[src/rtl/fir_mac_pkg.sv]
// fir_mac_pkg: shared defaults and elaboration-time helpers for the FIR
// multiply-accumulate engine.
//   A_W_DEF/B_W_DEF/ACC_W_DEF/NTAPS_DEF : default operand, accumulator and tap counts
//   clog2()                              : ceiling log2, clog2(1) == 0
//   sat_max()/sat_min()                  : two's complement limits of a signed width,
//                                          returned LIM_W bits wide for later truncation
package fir_mac_pkg;

    localparam int A_W_DEF   = 18;
    localparam int B_W_DEF   = 36;
    localparam int ACC_W_DEF = 68;
    localparam int NTAPS_DEF = 16;

    // Wide enough for any accumulator this engine is likely to be built with.
    localparam int LIM_W = 128;

    function automatic int clog2(input int value);
        int result;
        int rem;
        result = 32'sd0;
        rem    = value - 32'sd1;
        while (rem > 32'sd0) begin
            result = result + 32'sd1;
            rem    = rem >>> 1;
        end
        return result;
    endfunction

    function automatic logic signed [LIM_W-1:0] sat_max(input int width);
        return (128'sd1 <<< (width - 1)) - 128'sd1;
    endfunction

    // Most negative value is the bitwise complement of the most positive one.
    function automatic logic signed [LIM_W-1:0] sat_min(input int width);
        return ~sat_max(width);
    endfunction

endpackage

[src/rtl/fir_mac_sat.sv]
// fir_mac_sat: combinational ACC_W -> OUT_W result converter.
// Build option FIR_MAC_SATURATE_EN:
//   defined   : clip to the signed OUT_W range and flag clipping on sat_o
//   undefined : keep the low OUT_W bits (wrap), sat_o tied low
// Ports:
//   acc_i : full-width signed sum
//   mac_o : converted signed result
//   sat_o : 1 when mac_o was clipped
module fir_mac_sat
    import fir_mac_pkg::*;
#(
    parameter int ACC_W = ACC_W_DEF,
    parameter int OUT_W = ACC_W_DEF
) (
    input  logic signed [ACC_W-1:0] acc_i,
    output logic signed [OUT_W-1:0] mac_o,
    output logic                    sat_o
);

`ifdef FIR_MAC_SATURATE_EN
    localparam logic signed [ACC_W-1:0] MAX_S = ACC_W'(sat_max(OUT_W));
    localparam logic signed [ACC_W-1:0] MIN_S = ACC_W'(sat_min(OUT_W));

    // Clip the sum to the output range; with OUT_W == ACC_W nothing can clip.
    always_comb begin
        mac_o = acc_i[OUT_W-1:0];
        sat_o = 1'b0;
        if (acc_i > MAX_S) begin
            mac_o = MAX_S[OUT_W-1:0];
            sat_o = 1'b1;
        end else if (acc_i < MIN_S) begin
            mac_o = MIN_S[OUT_W-1:0];
            sat_o = 1'b1;
        end else begin
            mac_o = acc_i[OUT_W-1:0];
            sat_o = 1'b0;
        end
    end
`else
    // Upper accumulator bits are intentionally discarded in the wrapping build.
    logic unused_acc_s;
    assign unused_acc_s = ^acc_i;
    assign mac_o        = acc_i[OUT_W-1:0];
    assign sat_o        = 1'b0;
`endif

endmodule

[src/rtl/fir_mac_acc.sv]
// fir_mac_acc: pipelined signed multiply-accumulate core for FIR filters.
// Accepts one (A, B) pair per cycle, sums NTAPS consecutive products and
// presents each dot product on MAC_OUT with a valid/ready handshake.
// Pipeline: S1 operand registers, S2 product register, S3 accumulator/output.
// Build option FIR_MAC_SATURATE_EN selects saturating output conversion
// (see fir_mac_sat); the default build wraps to OUT_W bits.
// Ports:
//   clock, reset        : rising-edge clock, synchronous active-high reset
//   clear               : abort the partial sum and in-flight pairs
//   in_valid, in_ready  : input handshake, in_ready = !(out_valid && !out_ready)
//   A, B                : signed coefficient and sample
//   out_valid, out_ready: output handshake
//   MAC_OUT, sat        : signed dot product and its clip flag
module fir_mac_acc
    import fir_mac_pkg::*;
#(
    parameter int A_W   = A_W_DEF,
    parameter int B_W   = B_W_DEF,
    parameter int ACC_W = ACC_W_DEF,
    parameter int OUT_W = ACC_W_DEF,
    parameter int NTAPS = NTAPS_DEF
) (
    input  logic                    clock,
    input  logic                    reset,
    input  logic                    clear,
    input  logic                    in_valid,
    output logic                    in_ready,
    input  logic signed [A_W-1:0]   A,
    input  logic signed [B_W-1:0]   B,
    output logic                    out_valid,
    input  logic                    out_ready,
    output logic signed [OUT_W-1:0] MAC_OUT,
    output logic                    sat
);

    localparam int P_W   = A_W + B_W;
    localparam int CNT_W = (clog2(NTAPS) > 0) ? clog2(NTAPS) : 1;
    localparam logic [CNT_W-1:0] LAST_TAP = CNT_W'(NTAPS - 1);

    if (NTAPS < 1) begin : g_bad_ntaps
        $error("fir_mac_acc: NTAPS must be at least 1");
    end
    if (ACC_W < A_W + B_W + clog2(NTAPS)) begin : g_bad_acc_w
        $error("fir_mac_acc: ACC_W too narrow for NTAPS full-width products");
    end
    if (OUT_W > ACC_W) begin : g_bad_out_w
        $error("fir_mac_acc: OUT_W must not exceed ACC_W");
    end

    logic signed [A_W-1:0]   a_q, a_d;
    logic signed [B_W-1:0]   b_q, b_d;
    logic                    v1_q, v1_d;
    logic signed [P_W-1:0]   prod_q, prod_d;
    logic                    v2_q, v2_d;
    logic signed [ACC_W-1:0] acc_q, acc_d;
    logic [CNT_W-1:0]        cnt_q, cnt_d;
    logic signed [OUT_W-1:0] mac_q, mac_d;
    logic                    out_valid_q, out_valid_d;
    logic                    sat_q, sat_d;

    logic                    stall_s;
    logic                    last_s;
    logic signed [ACC_W-1:0] sum_s;
    logic signed [OUT_W-1:0] conv_s;
    logic                    conv_sat_s;

    // A held result with no taker freezes the whole pipeline.
    assign stall_s   = out_valid_q && !out_ready;
    assign in_ready  = !stall_s;
    assign sum_s     = acc_q + ACC_W'(prod_q);
    assign last_s    = v2_q && (cnt_q == LAST_TAP);

    assign out_valid = out_valid_q;
    assign MAC_OUT   = mac_q;
    assign sat       = sat_q;

    fir_mac_sat #(
        .ACC_W (ACC_W),
        .OUT_W (OUT_W)
    ) u_sat (
        .acc_i (sum_s),
        .mac_o (conv_s),
        .sat_o (conv_sat_s)
    );

    // Next-state logic for the pipeline, tap counter and output register.
    always_comb begin
        a_d         = a_q;
        b_d         = b_q;
        v1_d        = v1_q;
        prod_d      = prod_q;
        v2_d        = v2_q;
        acc_d       = acc_q;
        cnt_d       = cnt_q;
        mac_d       = mac_q;
        out_valid_d = out_valid_q;
        sat_d       = sat_q;
        if (!stall_s) begin
            a_d    = A;
            b_d    = B;
            prod_d = P_W'(a_q) * P_W'(b_q);
            if (clear) begin
                // Drop the partial sum and everything in flight, including this cycle's pair.
                v1_d  = 1'b0;
                v2_d  = 1'b0;
                acc_d = {ACC_W{1'b0}};
                cnt_d = {CNT_W{1'b0}};
            end else begin
                v1_d = in_valid;
                v2_d = v1_q;
                if (last_s) begin
                    acc_d = {ACC_W{1'b0}};
                    cnt_d = {CNT_W{1'b0}};
                end else if (v2_q) begin
                    acc_d = sum_s;
                    cnt_d = cnt_q + CNT_W'(1);
                end else begin
                    acc_d = acc_q;
                    cnt_d = cnt_q;
                end
            end
            // Not stalled implies any held result is being taken this edge,
            // so a completing sum may reload the output back-to-back.
            if (last_s && !clear) begin
                mac_d       = conv_s;
                sat_d       = conv_sat_s;
                out_valid_d = 1'b1;
            end else begin
                out_valid_d = 1'b0;
            end
        end else begin
            out_valid_d = out_valid_q;
        end
    end

    // State registers with synchronous reset.
    always_ff @(posedge clock) begin
        if (reset) begin
            a_q         <= {A_W{1'b0}};
            b_q         <= {B_W{1'b0}};
            v1_q        <= 1'b0;
            prod_q      <= {P_W{1'b0}};
            v2_q        <= 1'b0;
            acc_q       <= {ACC_W{1'b0}};
            cnt_q       <= {CNT_W{1'b0}};
            mac_q       <= {OUT_W{1'b0}};
            out_valid_q <= 1'b0;
            sat_q       <= 1'b0;
        end else begin
            a_q         <= a_d;
            b_q         <= b_d;
            v1_q        <= v1_d;
            prod_q      <= prod_d;
            v2_q        <= v2_d;
            acc_q       <= acc_d;
            cnt_q       <= cnt_d;
            mac_q       <= mac_d;
            out_valid_q <= out_valid_d;
            sat_q       <= sat_d;
        end
    end

endmodule

[config.mk]
export PLATFORM = sky130hd
export DESIGN_NAME = fir_mac_acc
export DESIGN_NICKNAME = d
export VERILOG_FILES = /design/src/rtl/fir_mac_pkg.sv /design/src/rtl/fir_mac_sat.sv /design/src/rtl/fir_mac_acc.sv
export SDC_FILE = /design/constraint.sdc
export NUM_CORES = 2
export LEC_CHECK = 0
export CELL_PAD_IN_SITES_DETAIL_PLACEMENT = 1
export CELL_PAD_IN_SITES_GLOBAL_PLACEMENT = 1
export CORE_ASPECT_RATIO = 0.9
export CORE_UTILIZATION = 45
export CTS_BUF_LIST = sky130_fd_sc_hd__clkbuf_8
export DETAILED_ROUTE_END_ITERATION = 6
export GPL_TIMING_DRIVEN = 0
export PLACE_DENSITY = 0.85
export SLEW_MARGIN = 20
export SYNTH_ARGS = -nofsm -noshare
export SYNTH_HDL_FRONTEND = slang
export SYNTH_HIERARCHICAL = 1
export SYNTH_SLANG_ARGS = --single-unit
[constraint.sdc]
create_clock -name clock -period 9.1 [get_ports clock]
set_input_delay 1.82 -clock clock [delete_from_list [all_inputs] [get_ports clock]]
set_output_delay 1.82 -clock clock [all_outputs]
set_load 0.02 [all_outputs]
# Word level (Yosys, flattened, before mapping)
# Index checks and enable logic that the tools add are counted.
[word_totals]
reg_bits = 251
input_bits = 59
word_cells = 32
[classes]
addsub = 2
multipliers = 1
n_eq_ne = 1
n_mux = 9
n_bitwise = 1
n_reduce_logical = 9
[ops]
columns = ["operator", "n"]
rows = [
  ["2-to-1 mux 68 bit", 3],
  ["adder 68 x 54 -> 68 bit", 1],
  ["multiplier 18 x 36 -> 54 bit", 1],
  ["2-to-1 mux 4 bit", 3],
  ["adder 4 x 1 -> 4 bit (second input constant)", 1],
  ["equality test 4 bit (second input constant)", 1],
  ["AND reduction 2 bit", 2],
  ["logical AND 1 bit", 3],
  ["logical NOT 1 bit", 3],
  ["2-to-1 mux 1 bit", 3],
  ["nonzero test 3 bit", 1],
  ["NOT 1 bit", 1],
]

# Depth between registers and ports, before layout
[logic_depth]
depth_word = 4
mapped_depth = 28

# Modules after synthesis
# Netlist, hierarchy kept.
[by_module_without_submodules]
columns = ["mod", "n_inst", "cells_each", "area_per_inst_um2", "seq_area_each_um2"]
rows = [
  ["fir_mac_acc", 1, 4135, 34860.9, 5044.8],
  ["fir_mac_sat", 1, 70, 521.8, 0.0],
]

# Worst setup path after synthesis
# OpenSTA, ideal clock, no wires.
[synth_path]
path_kind = "register to register"
from = "reg b_q[10]"
to = "reg prod_q[50]"
setup_ns = 0.122
arrival_time_ns = 6.420
setup_slack_ns = 2.558
stages_incl_launch_ff = 24
n_path_buf = 2
synth_period_minus_slack_ns = 6.542
path_cell_list = "dfxtp_1 > clkbuf_1 > clkbuf_1 > nand2_1 > fa_1 > fa_1 > fa_1 > fa_1 > inv_1 > fa_1 > inv_1 > fa_1 > inv_1 > ha_1 > a21oi_1 > o211a_1 > a211oi_2 > a21oi_2 > o41ai_4 > a31oi_4 > o31ai_4 > a31oi_1 > and4_4 > a311o_1"
[synth_via]
elab_chain_len = 1
[synth_rtl]
columns = ["item", "line", "rtl"]
rows = [
  ["start: declaration", "fir_mac_acc.sv:51", "logic signed [B_W-1:0] b_q, b_d;"],
  ["start signal: assignment", "fir_mac_acc.sv:140", "b_q <= {B_W{1'b0}};"],
  ["multiplier 18 x 36 -> 54 bit", "fir_mac_acc.sv:101", "prod_d = P_W'(a_q) * P_W'(b_q);"],
  ["end signal: assignment", "fir_mac_acc.sv:142", "prod_q <= {P_W{1'b0}};"],
  ["end signal: assignment", "fir_mac_acc.sv:153", "prod_q <= prod_d;"],
  ["end: declaration", "fir_mac_acc.sv:53", "logic signed [P_W-1:0] prod_q, prod_d;"],
]
# Every way passes these cells.
# A chain may end at the register's enable or synchronous reset.

# Worst setup path after layout
[layout_path]
from = "reg a_q[0]"
to = "reg prod_q[51]"
[layout_via]
elab_chain_len = 1
[layout_rtl]
columns = ["item", "line", "rtl"]
rows = [
  ["start: declaration", "fir_mac_acc.sv:50", "logic signed [A_W-1:0] a_q, a_d;"],
  ["start signal: assignment", "fir_mac_acc.sv:139", "a_q <= {A_W{1'b0}};"],
  ["multiplier 18 x 36 -> 54 bit", "fir_mac_acc.sv:101", ""],
]
# Every way passes these cells.

==> metrics <==
period utilization 97.7%; Detailed Place HPWL 103 mm; setup TNS 0 ps; Avg WL per Cell 23.2 µm; root buffer cell clkbuf_8; Final GP Congestion 0.968; CTS tree built; global-route wire length before repair 196 mm; hold_sp MAC_OUT[58]; post-route ant nets 0; Clock Latency Late Sink 690 ps; Post-Synthesis Net Count 5079; Hold-fix buffers, CTS 0; Total Die Area 79800 µm²; NumNets Final 5258; arrival time worst endpoint 9520 ps; Setup crit start a_q[0]; Overall Global Routing Usage 32.3%; clock skew 71.1 ps; Core ar. 77800 µm²; worst-margin pin slew 1210 ps; worst r2r src a_q[0]; Yosys reg bits 252; main flop type after synthesis dfxtp_1; Cells after Synth 4205; Slew Limit Headroom 19.1%; die height 268 µm; via/cell ratio 5.63; Setup-failing EPs final 0; Util after Layout 50.0%; status completed; Max Buffers Root-to-Sink 3; vias post-DR 30800; leakage power figure 18.1 nW; number of hold violations in the final report 0; row count 97; synth warn 6; Avg Cell Area, Syn 8.41 µm²; worst endpoint required time 9720 ps; vias in the first global route 34200; initial core utilization 45.5%; DR iter-0 viols 2100; area grow syn2layout 10.0%; Yosys top cell by area fa_1; WL final 127 mm; TritonRoute pass-1 iters 5; top cells by area, synth fa_1 35%, dfxtp_1 14%, nand2_1 8.0%; DRC viols 0; Worst Hold Class flop to flop; cts repair resizes 0; Tmin final 8890 ps; Max FO, Critical Path 10; CP Class flop to flop; startpoint type of the worst setup path flop; I/O pin total 130; layout cells sized above 1 4.05%; largest net degree at the start of global routing 22; Setup Fix Bufs, Post-CTS 0; WHS 455 ps; Synth cell types 82; total CTS buffers 48; Highest Clock Rate 0.112 GHz; Synth top area share 35.0%; Die W 298 µm; Worst Setup End Kind flop; fin. max-slew vios 0; unrepaired setup endpoints after global routing false; maximum VDD drop 0.141 mV; Max-Cap Viols 0; synthesized cell area 35400 µm²; CTS H-tree lvls 2; CTS Sinks 252; post-synthesis sequential area ratio 14.3%; total gr overflow 0; input/output buffers 129; async set-reset flop share out of synthesis 0%; Clk pin slew, worst setup/hold paths 70 ps; initial antenna violation count 7; EDFF count, synth 0; pwr dens 182 nW/µm²
## Yosys cell counts (7+ instances only)
master	number
o21bai_1	26
o211ai_1	11
nand4_1	35
nor2_1	148
nor2b_1	9
o22ai_1	7
inv_1	720
nand2_1	753
a21o_1	63
o31ai_1	7
a22o_1	24
buf_4	70
and3_1	14
dfxtp_1	252
nor3_1	15
or3_1	7
a22oi_1	40
nand2b_1	16
and4_1	9
a211oi_1	31
a21oi_1	278
o21ai_0	65
a31oi_1	17
fa_1	618
and2_1	263
ha_1	197
nor4_1	8
nand3_1	32
a221oi_1	9
clkbuf_1	237
o21a_1	14
xnor2_1	70
xor2_1	39
## layer usage
metal / part of all wire [%] / wire, µm / vias up / global-route usage [%]
met1: 39 / 49400 / 15700 / 39.6
met5: 0 / 0 / - / 0
li1: - / - / 13300 / -
met3: 8.7 / 11000 / 438 / 6.96
met2: 47 / 59100 / 1330 / 53.1
met4: 5.8 / 7410 / 0 / 17.9
## cell usage in the layout, fill, tap and decap left out, types with 8 or more instances in the layout
cell type	n
nand2b_1	16
o21bai_1	26
clkbuf_1	235
o211ai_1	11
a21oi_1	278
a22o_1	24
ha_1	197
clkbuf_8	60
and4_1	9
nor2_1	148
xnor2_1	70
nand3_1	32
buf_4	70
xor2_1	39
a21o_1	63
o21ai_0	65
nand2_1	753
a22oi_1	40
nor2b_1	9
nor3_1	15
and2_1	263
and3_1	14
dfxtp_1	252
a221oi_1	9
a211oi_1	31
o21a_1	14
inv_1	734
a31oi_1	17
fa_1	618
clkdlybuf4s50_1	129
nand4_1	35
nor4_1	8
## final cells by class
cell class                      count  area, µm²
Antenna cell                        7       17.5
Buffer                            323       1570
Clock buffer                       55        757
Clock inverter                     26        180
Fill cell                        9413      38900
Inverter                          721       2710
Multi-Input combinational cell   2909      26100
Sequential cell                   252       5040
Tap cell                         1039       1300
Timing Repair Buffer              129       1290
## worst max-delay path: stages (launching register included)
cell and delay (ps):
dfxtp_1 370, clkbuf_1 830, clkbuf_1 850, nand2_1 280, fa_1 580, fa_1 520
inv_1 40, ha_1 290, inv_1 60, fa_1 500, inv_1 50, fa_1 550
inv_1 50, fa_1 490, inv_1 40, ha_1 400, and4_2 300, nand4_1 260
nor3_1 280, o211ai_1 270, a21oi_2 360, a21oi_1 230, o31ai_1 490, a31oi_1 200
or4_1 420, nand3_1 80
## worst paths after layout
| kind | endpoint | slack [ps] | depth (start not counted) |
|---|---|---|---|
| worst min register to register | MAC_OUT[58] | 450 | 2 |
| worst max register to register | prod_q[51] | 210 | 25 |
| worst min-delay path | MAC_OUT[58] | 450 | 2 |
| worst max-delay path | prod_q[51] | 210 | 25 |
## cell families (layout without fill, tap and decap cells)
logic type | count (synthesis) | in the layout | synth area share [%]
buf+inv | 1044 | 1254 | 12.1
simple gates | 1336 | 1336 | 17.3
flops | 252 | 252 | 14.3
compound gates | 643 | 643 | 11.6
other cells | 1 | 8 | 0.0106
fa+ha+maj | 815 | 815 | 41.9
xor+xnor | 109 | 109 | 2.70
mux | 5 | 5 | 0.141
## power by group
part,leakage [nW],internal [W],switching (W),total (W)
logic,15.5,0.00184,0.00274,0.00459
registers,2.06,0.00122,0.0000897,0.00131
clock network,0.534,0.000608,0.000567,0.00117
total,18.1,0.00367,0.00340,0.00707
## registers in the layout, summed over array words and instances, names as in the netlist
name,flops
v2_q,1
cnt_q,4
b_q,36
MAC_OUT,68
a_q,18
v1_q,1
out_valid,1
prod_q,54
acc_q,68
sat,1
## metrics by stage
| step | area (µm²) | total power [W] | std cells | setup slack (ps) |
|---|---|---|---|---|
| floorplan | 35400 | 0.00449 | 4205 | 2560 |
| global placement | 38000 | 0.00563 | 5373 | 699 |
| detailed placement | 38000 | 0.00583 | 5373 | 506 |
| CTS | 38900 | 0.00704 | 5454 | 464 |
| global route | 38900 | 0.00761 | 5456 | 72.7 |
| finish | 38900 | 0.00707 | 5461 | 206 |
Power figures use the tool's default switching activity.
